===== config.mk =====
export PLATFORM = sky130hd
export DESIGN_NAME = key_event_decoder
export DESIGN_NICKNAME = d
export VERILOG_FILES = /design/src/rtl/key_pkg.sv /design/src/rtl/key_event_decoder.sv
export SDC_FILE = /design/constraint.sdc
export NUM_CORES = 1
export LEC_CHECK = 0
export CORE_ASPECT_RATIO = 0.8
export CORE_MARGIN = 2
export CORE_UTILIZATION = 50
export DETAILED_ROUTE_END_ITERATION = 12
export GPL_ROUTABILITY_DRIVEN = 0
export PLACE_DENSITY = 0.68
export SLEW_MARGIN = 0
export SYNTH_ARGS = -nofsm -noshare
export SYNTH_HDL_FRONTEND = slang
export SYNTH_SLANG_ARGS = --single-unit

===== constraint.sdc =====
create_clock -name sys_clk -period 2.2 [get_ports sys_clk]
set_clock_uncertainty 0.1 [all_clocks]
set_input_delay 0.22 -clock sys_clk [delete_from_list [all_inputs] [get_ports sys_clk]]
set_output_delay 0.22 -clock sys_clk [all_outputs]
set_load 0.01 [all_outputs]

===== src/rtl/key_pkg.sv =====
// ---------------------------------------------------------------------------
// key_pkg
// Shared definitions for the key event decoder: FSM state encoding,
// default timing constants (50 MHz system clock) and a small helper.
// Revision: 1.0 - initial release
// ---------------------------------------------------------------------------
`default_nettype none

package key_pkg;

  // Default timing constants, in sys_clk cycles at 50 MHz.
  localparam int unsigned LONG_CNT_DEF   = 50_000_000;  // 1 s hold -> long press
  localparam int unsigned DCLICK_CNT_DEF = 15_000_000;  // 300 ms double-click window
  localparam int unsigned REPEAT_CNT_DEF = 10_000_000;  // 200 ms auto-repeat period
  localparam int unsigned CNT_W_DEF      = 26;

  typedef enum logic [2:0] {
    ST_IDLE   = 3'd0,
    ST_PRESS1 = 3'd1,
    ST_WAIT2  = 3'd2,
    ST_PRESS2 = 3'd3,
    ST_LONG   = 3'd4
  } key_state_e;

  // The key is considered pressed in every state that waits for a release.
  function automatic logic state_is_held(input key_state_e s);
    return (s == ST_PRESS1) || (s == ST_PRESS2) || (s == ST_LONG);
  endfunction

endpackage : key_pkg

`default_nettype wire


===== src/rtl/key_event_decoder.sv =====
// ---------------------------------------------------------------------------
// key_event_decoder
// Turns debounced key press/release strobes into single-click, double-click,
// long-press and auto-repeat pulses, plus a held level.
//
// Ports
//   sys_clk   in   system clock, rising edge
//   sys_rst_n in   asynchronous active-low reset
//   keyflag   in   one-cycle strobe: keyvalue has been updated
//   keyvalue  in   debounced key level (0 = pressed, 1 = released)
//   click     out  one-cycle pulse, single short click completed
//   dclick    out  one-cycle pulse, double click completed
//   lpress    out  one-cycle pulse, long-press threshold reached
//   repeat_o  out  one-cycle pulse every REPEAT_CNT cycles while long-held
//                  (named repeat_o because "repeat" is a reserved word)
//   held      out  level, high while the key is considered pressed
// Revision: 1.0 - initial release
// ---------------------------------------------------------------------------
`default_nettype none

module key_event_decoder
  import key_pkg::*;
#(
  parameter int unsigned LONG_CNT   = LONG_CNT_DEF,
  parameter int unsigned DCLICK_CNT = DCLICK_CNT_DEF,
  parameter int unsigned REPEAT_CNT = REPEAT_CNT_DEF,
  parameter int unsigned CNT_W      = CNT_W_DEF
) (
  input  logic sys_clk,
  input  logic sys_rst_n,
  input  logic keyflag,
  input  logic keyvalue,
  output logic click,
  output logic dclick,
  output logic lpress,
  output logic repeat_o,
  output logic held
);

  // Terminal counts; every limit must fit in CNT_W bits.
  localparam logic [CNT_W-1:0] LONG_LAST   = CNT_W'(LONG_CNT - 1);
  localparam logic [CNT_W-1:0] DCLICK_LAST = CNT_W'(DCLICK_CNT - 1);
  localparam logic [CNT_W-1:0] REPEAT_LAST = CNT_W'(REPEAT_CNT - 1);

  key_state_e       state_q, state_d;
  logic [CNT_W-1:0] cnt_q, cnt_d;
  logic             click_q, click_d;
  logic             dclick_q, dclick_d;
  logic             lpress_q, lpress_d;
  logic             repeat_q, repeat_d;
  logic             held_q, held_d;

  logic press_ev;
  logic release_ev;

  assign press_ev   = keyflag & ~keyvalue;
  assign release_ev = keyflag &  keyvalue;

  // Next-state logic. Events are checked before timeouts so a strobe that
  // lands on the timeout cycle wins. Redundant events (press while pressed,
  // release while released) simply fall through to normal counting.
  always_comb begin
    state_d  = state_q;
    cnt_d    = cnt_q;
    click_d  = 1'b0;
    dclick_d = 1'b0;
    lpress_d = 1'b0;
    repeat_d = 1'b0;

    case (state_q)
      ST_IDLE: begin
        cnt_d = '0;
        if (press_ev) begin
          state_d = ST_PRESS1;
        end
      end

      ST_PRESS1: begin
        if (release_ev) begin
          state_d = ST_WAIT2;
          cnt_d   = '0;
        end else if (cnt_q == LONG_LAST) begin
          state_d  = ST_LONG;
          cnt_d    = '0;
          lpress_d = 1'b1;
        end else begin
          cnt_d = cnt_q + 1'b1;
        end
      end

      ST_WAIT2: begin
        if (press_ev) begin
          state_d = ST_PRESS2;
          cnt_d   = '0;
        end else if (cnt_q == DCLICK_LAST) begin
          state_d = ST_IDLE;
          cnt_d   = '0;
          click_d = 1'b1;
        end else begin
          cnt_d = cnt_q + 1'b1;
        end
      end

      ST_PRESS2: begin
        if (release_ev) begin
          state_d  = ST_IDLE;
          cnt_d    = '0;
          dclick_d = 1'b1;
        end else if (cnt_q == LONG_LAST) begin
          state_d  = ST_LONG;
          cnt_d    = '0;
          lpress_d = 1'b1;
        end else begin
          cnt_d = cnt_q + 1'b1;
        end
      end

      ST_LONG: begin
        if (release_ev) begin
          state_d = ST_IDLE;
          cnt_d   = '0;
        end else if (cnt_q == REPEAT_LAST) begin
          // Wrap within the long state; the state itself does not change.
          cnt_d    = '0;
          repeat_d = 1'b1;
        end else begin
          cnt_d = cnt_q + 1'b1;
        end
      end

      default: begin
        state_d = ST_IDLE;
        cnt_d   = '0;
      end
    endcase

    held_d = state_is_held(state_d);
  end

  // State, counter and every output are registered together.
  always_ff @(posedge sys_clk or negedge sys_rst_n) begin
    if (!sys_rst_n) begin
      state_q  <= ST_IDLE;
      cnt_q    <= '0;
      click_q  <= 1'b0;
      dclick_q <= 1'b0;
      lpress_q <= 1'b0;
      repeat_q <= 1'b0;
      held_q   <= 1'b0;
    end else begin
      state_q  <= state_d;
      cnt_q    <= cnt_d;
      click_q  <= click_d;
      dclick_q <= dclick_d;
      lpress_q <= lpress_d;
      repeat_q <= repeat_d;
      held_q   <= held_d;
    end
  end

  assign click    = click_q;
  assign dclick   = dclick_q;
  assign lpress   = lpress_q;
  assign repeat_o = repeat_q;
  assign held     = held_q;

endmodule : key_event_decoder

`default_nettype wire

# Yosys cells after proc, flatten, opt, wreduce, memory -nomap -nowiden
# Cells that the tools add are included.
word_totals:
  regBits: 34
  output_inout_bits: 5
  word_cells: 51
  in_bits: 4
op_classes:
  reduce_logical: 4
  add_sub_neg: 1
  n_eq_ne: 10
  bitwise: 3
  mux: 26
op_table:
  columns: ["op", "n"]
  rows:
  - ["$mux 26", 6]
  - ["$pmux 26 s3", 1]
  - ["$eq 26x24->1 const B", 2]
  - ["$add 26x1->26 const B", 1]
  - ["$eq 26x26->1 const B", 1]
  - ["$mux 3", 7]
  - ["$pmux 3 s5", 1]
  - ["$mux 1", 11]
  - ["$eq 3x2->1 const B", 3]
  - ["$eq 3x1->1 const B", 2]
  - ["$eq 3x3->1 const B", 2]
  - ["$logic_not 3->1", 1]
  - ["$and 1x1->1", 2]
  - ["$logic_or 1x1->1", 2]
  - ["$reduce_or 2->1", 1]
  - ["$not 1->1", 1]

# Depth between registers and ports, before layout
logic_depth:
  word_depth: 7
  mapped_depth: 7
  ltp_nobuf: 6

# Least setup slack after synthesis
# Ideal clock, no wire load.
synth_path:
  path_type: "reg2reg"
  startpoint: "reg cnt_q[13]"
  endpoint: "reg cnt_q[11]"
  arrival_ns: 1.801
  setup_slack_ns: 0.177
  path_buffers: 1
  synth_period_minus_slack_ns: 2.023
  setup_ns: 0.123
  stages_incl_launch_ff: 7
  path_cell_list: "dfrtp_1 or4_4 nor4_4 a31oi_2 nor3_4 buf_6 nor3_1"
synth_via:
  elab_chain_cells: 4
synth_lines:
  columns: ["element", "line_no", "rtl"]
  rows:
  - ["start, declared", "key_event_decoder.sv:46", "logic [CNT_W-1:0] cnt_q, cnt_d;"]
  - ["start signal, assigned", "key_event_decoder.sv:152", "cnt_q <= cnt_d;"]
  - ["$eq 26x24->1 (tied with other cells)", "key_event_decoder.sv:122", "end else if (cnt_q == REPEAT_LAST) begin"]
  - ["$mux 26 (on tied branches)", null, null]
  - ["$mux 26 (on tied branches)", "key_event_decoder.sv:119, key_event_decoder.sv:92, key_event_decoder.sv:105", null]
  - ["$pmux 26 s3 *", "key_event_decoder.sv:70", "case (state_q)"]
  - ["via cnt_d[11]", "key_event_decoder.sv:46", null]
# Mark *: on every way through the listed nets, which the timed path passes. The rest lies on a longest branch.

# Worst setup path in the final report
layout_path:
  startpoint: "reg cnt_q[11]"
  endpoint: "reg cnt_q[15]"
layout_via:
  elab_chain_cells: 4
layout_lines:
  columns: ["element", "line_no"]
  rows:
  - ["$add 26x1->26 (tied with other cells)", null]
  - ["$mux 26 (on tied branches)", null]
  - ["$mux 26 (on tied branches)", "key_event_decoder.sv:119, key_event_decoder.sv:92, key_event_decoder.sv:105"]
  - ["$pmux 26 s3 *", "key_event_decoder.sv:70"]
  - ["via cnt_d[15]", "key_event_decoder.sv:46"]
# Marks and branches as above.

==> Flow_metrics.wiki <==
{| class="wikitable"
! Metric !! Value
|-
| Run status || finished, final reports clean
|-
| Net Sw Frac || 0.2406
|-
| Post-Route Setup TNS || 0 ps
|-
| Launching element type of the critical path || flop
|-
| Worst slew pin tran || 585.6 ps
|-
| Layout-stage area growth over the synthesis result || 18.92%
|-
| Number of max-cap violations || 0
|-
| Cell Chain, Critical Path || nand3b_1, or3_1, o31a_1, nor3_4, buf_12, nor4_1
|-
| Share of Yosys cell area claimed by the top area cell type || 0.4645
|-
| Remaining Overflow, GRT || 0
|-
| Flop pwr share || 0.533
|-
| Delay contributed by the slowest stage of the critical path || 390 ps
|-
| Count of boundary I/O pins || 9
|-
| Final wirelength || 3938 um
|-
| CTS tree || built
|-
| Synth Net Count || 185
|-
| Combinational share of power || 0.099
|-
| Clock transition at the registers of the reported paths || 60 ps
|-
| Post-synthesis sequential area ratio || 0.4645
|-
| Post-synth top flop || sky130_fd_sc_hd__dfrtp_1
|-
| Global-route wire length before repair || 6630 um
|-
| Fraction of layout instances using a drive strength above 1 || 0.1650
|-
| Buffers inserted by post-CTS timing repair || 0
|-
| Final setup vio count || 0
|-
| Arr. time, crit path || 2140 ps
|-
| Worst hold path type || in2async
|-
| Worst VDD drop || 364.0 uV
|-
| FF+latch area || 850.8 um^2
|-
| Critical Path End Type || flop
|-
| Area of the mapped netlist || 1832 um^2
|-
| Remaining design rule violation count || 0
|-
| Hold-fix buffer count after cts || 0
|-
| Tightest hold margin || 241.6 ps
|-
| Clock insertion delay at the later pin of the skew report || 280 ps
|-
| Overall fraction of global-route tracks in use || 0.2068
|-
| Top area cells in the synthesized netlist || sky130_fd_sc_hd__dfrtp_1 46%, sky130_fd_sc_hd__nor3_1 6.8%, sky130_fd_sc_hd__xor2_1 6.7%, sky130_fd_sc_hd__nor4_4 3.5%, sky130_fd_sc_hd__xnor2_1 3.3%
|-
| Average footprint of a synthesized cell || 10.18 um^2
|-
| Minimum clock period after layout || 2078 ps
|-
| Design internal power || 0.0009472 W
|-
| Routed length per placed instance || 15.88 um
|-
| Maximum number of pins on one net before global-route repair || 35
|-
| Clk buf depth || 2
|-
| Vias after detailed routing || 1,448
|-
| CP max FO || 24
|-
| Clk sinks || 34
|-
| Warnings, synthesis || 0
|-
| # diodes || 0
|-
| Placeable Area || 3471 um^2
|-
| Power density cells || 572.6 nW/um^2
|-
| Area enclosed by the die boundary || 4167 um^2
|-
| Starting density of the core || 0.5278
|-
| Width of the die || 71.67 um
|-
| Height of the die || 58.14 um
|-
| P_leak || 0.9629 nW
|-
| Post-synthesis async set-or-reset flop share || 1.000
|-
| Deepest level of the CTS H-tree || 2
|-
| Cts bufs inserted || 5
|-
| Most used standard cell by instance count after synthesis || sky130_fd_sc_hd__dfrtp_1
|-
| Number of enable flip-flop cells after synthesis || 0
|-
| Number of buffers inserted by port buffering || 8
|-
| Final Slew Violations || 0
|-
| Placed wire-length estimate after detailed placement || 2811 um
|-
| Max transition margin || 0.6066
|-
| Synth Register Bits || 34
|-
| Library cell contributing the largest single delay on the critical path || sky130_fd_sc_hd__or3_1
|-
| Start-to-end type of the worst setup path || reg2reg
|-
| Cells after synthesis || 180
|-
| Synth area leader || sky130_fd_sc_hd__dfrtp_1
|-
| Router iterations before antenna repair || 4
|-
| Filler instances || 282
|-
| Via count of the first global-routing pass || 1,406
|-
| CTS root buf || sky130_fd_sc_hd__clkbuf_8
|-
| Final #Nets || 210
|-
| RSZ-0062 raised after global routing || false
|-
| Crit share post-route || 0.9444
|-
| Distinct cell type count after synthesis || 42
|-
| Number of rows created at floorplan || 19
|-
| Number of nets with antenna violations after detailed routing || 0
|-
| Area of the multi-input gates || 970.9 um^2
|-
| Relative contribution of the clock network to total power || 0.368
|-
| Initial antenna violation count || 0
|-
| Drt via density || 5.839
|-
| Highest clock frequency the design can meet || 481.3 MHz
|-
| CP Data Required Time || 2260 ps
|-
| Top cell types by occurrence after synthesis || 34 x sky130_fd_sc_hd__dfrtp_1, 25 x sky130_fd_sc_hd__nor3_1, 14 x sky130_fd_sc_hd__nand2_1, 14 x sky130_fd_sc_hd__xor2_1, 9 x sky130_fd_sc_hd__nand3_1
|-
| Number of violations reported at the end of detailed-routing iteration 0 || 85
|-
| Final Hold Vio Count || 0
|-
| Net load switching power || 0.0003001 W
|-
| Number of cells upsized or downsized after cts || 0
|}
area by class of cell:
| cell class | count | share of cell area |
|---|---|---|
| tap | 42 | 0.02412 |
| inverter | 2 | 0.003446 |
| clock inverter | 1 | 0.002298 |
| clock buffer | 7 | 0.03963 |
| sequential | 34 | 0.3906 |
| timing repair buffer | 23 | 0.09420 |
| multi-input combinational | 139 | 0.4457 |
routing by layer:
layer	track usage	wire length (um)	part of all wire
met3	0.05217	125	0.032
met4	0.04852	12	0.0030
met5	0	0	0
met1	0.3036	1976	0.50
met2	0.3108	1824	0.46
critical path: cells and delay by family (launching register included):
| kind | cells | cell delay, ps |
|---|---|---|
| buffers and inverters | 1 | 190 |
| AO/OA/AOI/OAI | 1 | 370 |
| flip-flops | 1 | 370 |
| AND/OR/NAND/NOR | 4 | 930 |
sequential cells by signal (all words and copies together), names as in the netlist:
signal,flops
click,1
cnt_q,26
dclick,1
held,1
lpress,1
repeat_o,1
state_q,3
kinds of logic (layout without fill, tap and decap cells):
| group | Yosys count | count (layout) | synth area share |
|---|---|---|---|
| flip-flops | 34 | 34 | 0.4645 |
| XOR/XNOR | 21 | 21 | 0.1004 |
| AND/OR/NAND/NOR | 101 | 101 | 0.3449 |
| adder cells (fa/ha/maj) | 1 | 1 | 0.006830 |
| buffers and inverters | 7 | 33 | 0.02391 |
| AO/OA/AOI/OAI | 16 | 16 | 0.05943 |
layout by cell type (no fill, tap or decap), drive strengths merged, types with 3 or more instances in the layout:
master,instances
nor4,8
dfrtp,34
clkbuf,7
buf,15
nor3,26
o21ai,3
a21oi,5
clkdlybuf4s50,8
xor2,14
nand2b,3
and3,7
nand4,7
nor2b,3
nand3,9
xnor2,7
and2,5
nor2,7
nand2,14
final timing paths:
kind                                startpoint                  end  slack, ps  cells after the start
max reg2reg                cnt_q[11]$_DFF_PN0_  cnt_q[15]$_DFF_PN0_        120                      6
max in group asynchronous            sys_rst_n  cnt_q[15]$_DFF_PN0_       1460                      2
min                                  sys_rst_n      click$_DFF_PN0_        240                      2
max                        cnt_q[11]$_DFF_PN0_  cnt_q[15]$_DFF_PN0_        120                      6
min in group sys_clk        cnt_q[0]$_DFF_PN0_   cnt_q[0]$_DFF_PN0_        390                      1
min reg2reg                 cnt_q[0]$_DFF_PN0_   cnt_q[0]$_DFF_PN0_        390                      1
power by group through the flow:
stage               registers [W]  clock network (W)  logic [W]
floorplan                0.000668                  0  0.0000776
global placement         0.000674                  0   0.000119
detailed placement       0.000674                  0   0.000124
CTS                      0.000663           0.000474   0.000124
global route             0.000667           0.000497   0.000137
finish                   0.000665           0.000459   0.000124
stage by stage:
stage / instances / util / cell area (um^2) / setup slack [ps] / power [W]
6_report: 248 / 0.6276 / 2178 / 122.3 / 0.001247
4_1_cts: 248 / 0.6179 / 2145 / 60.48 / 0.001261
5_1_grt: 248 / 0.6276 / 2178 / 13.71 / 0.001302
2_1_floorplan: 180 / - / 1832 / 176.7 / 0.0007458
3_5_place_dp: 240 / 0.5916 / 2053 / 73.13 / 0.0007983
3_3_place_gp: 240 / 0.5916 / 2053 / 172.0 / 0.0007931
Note: power is estimated with default switching activity, not from simulation.
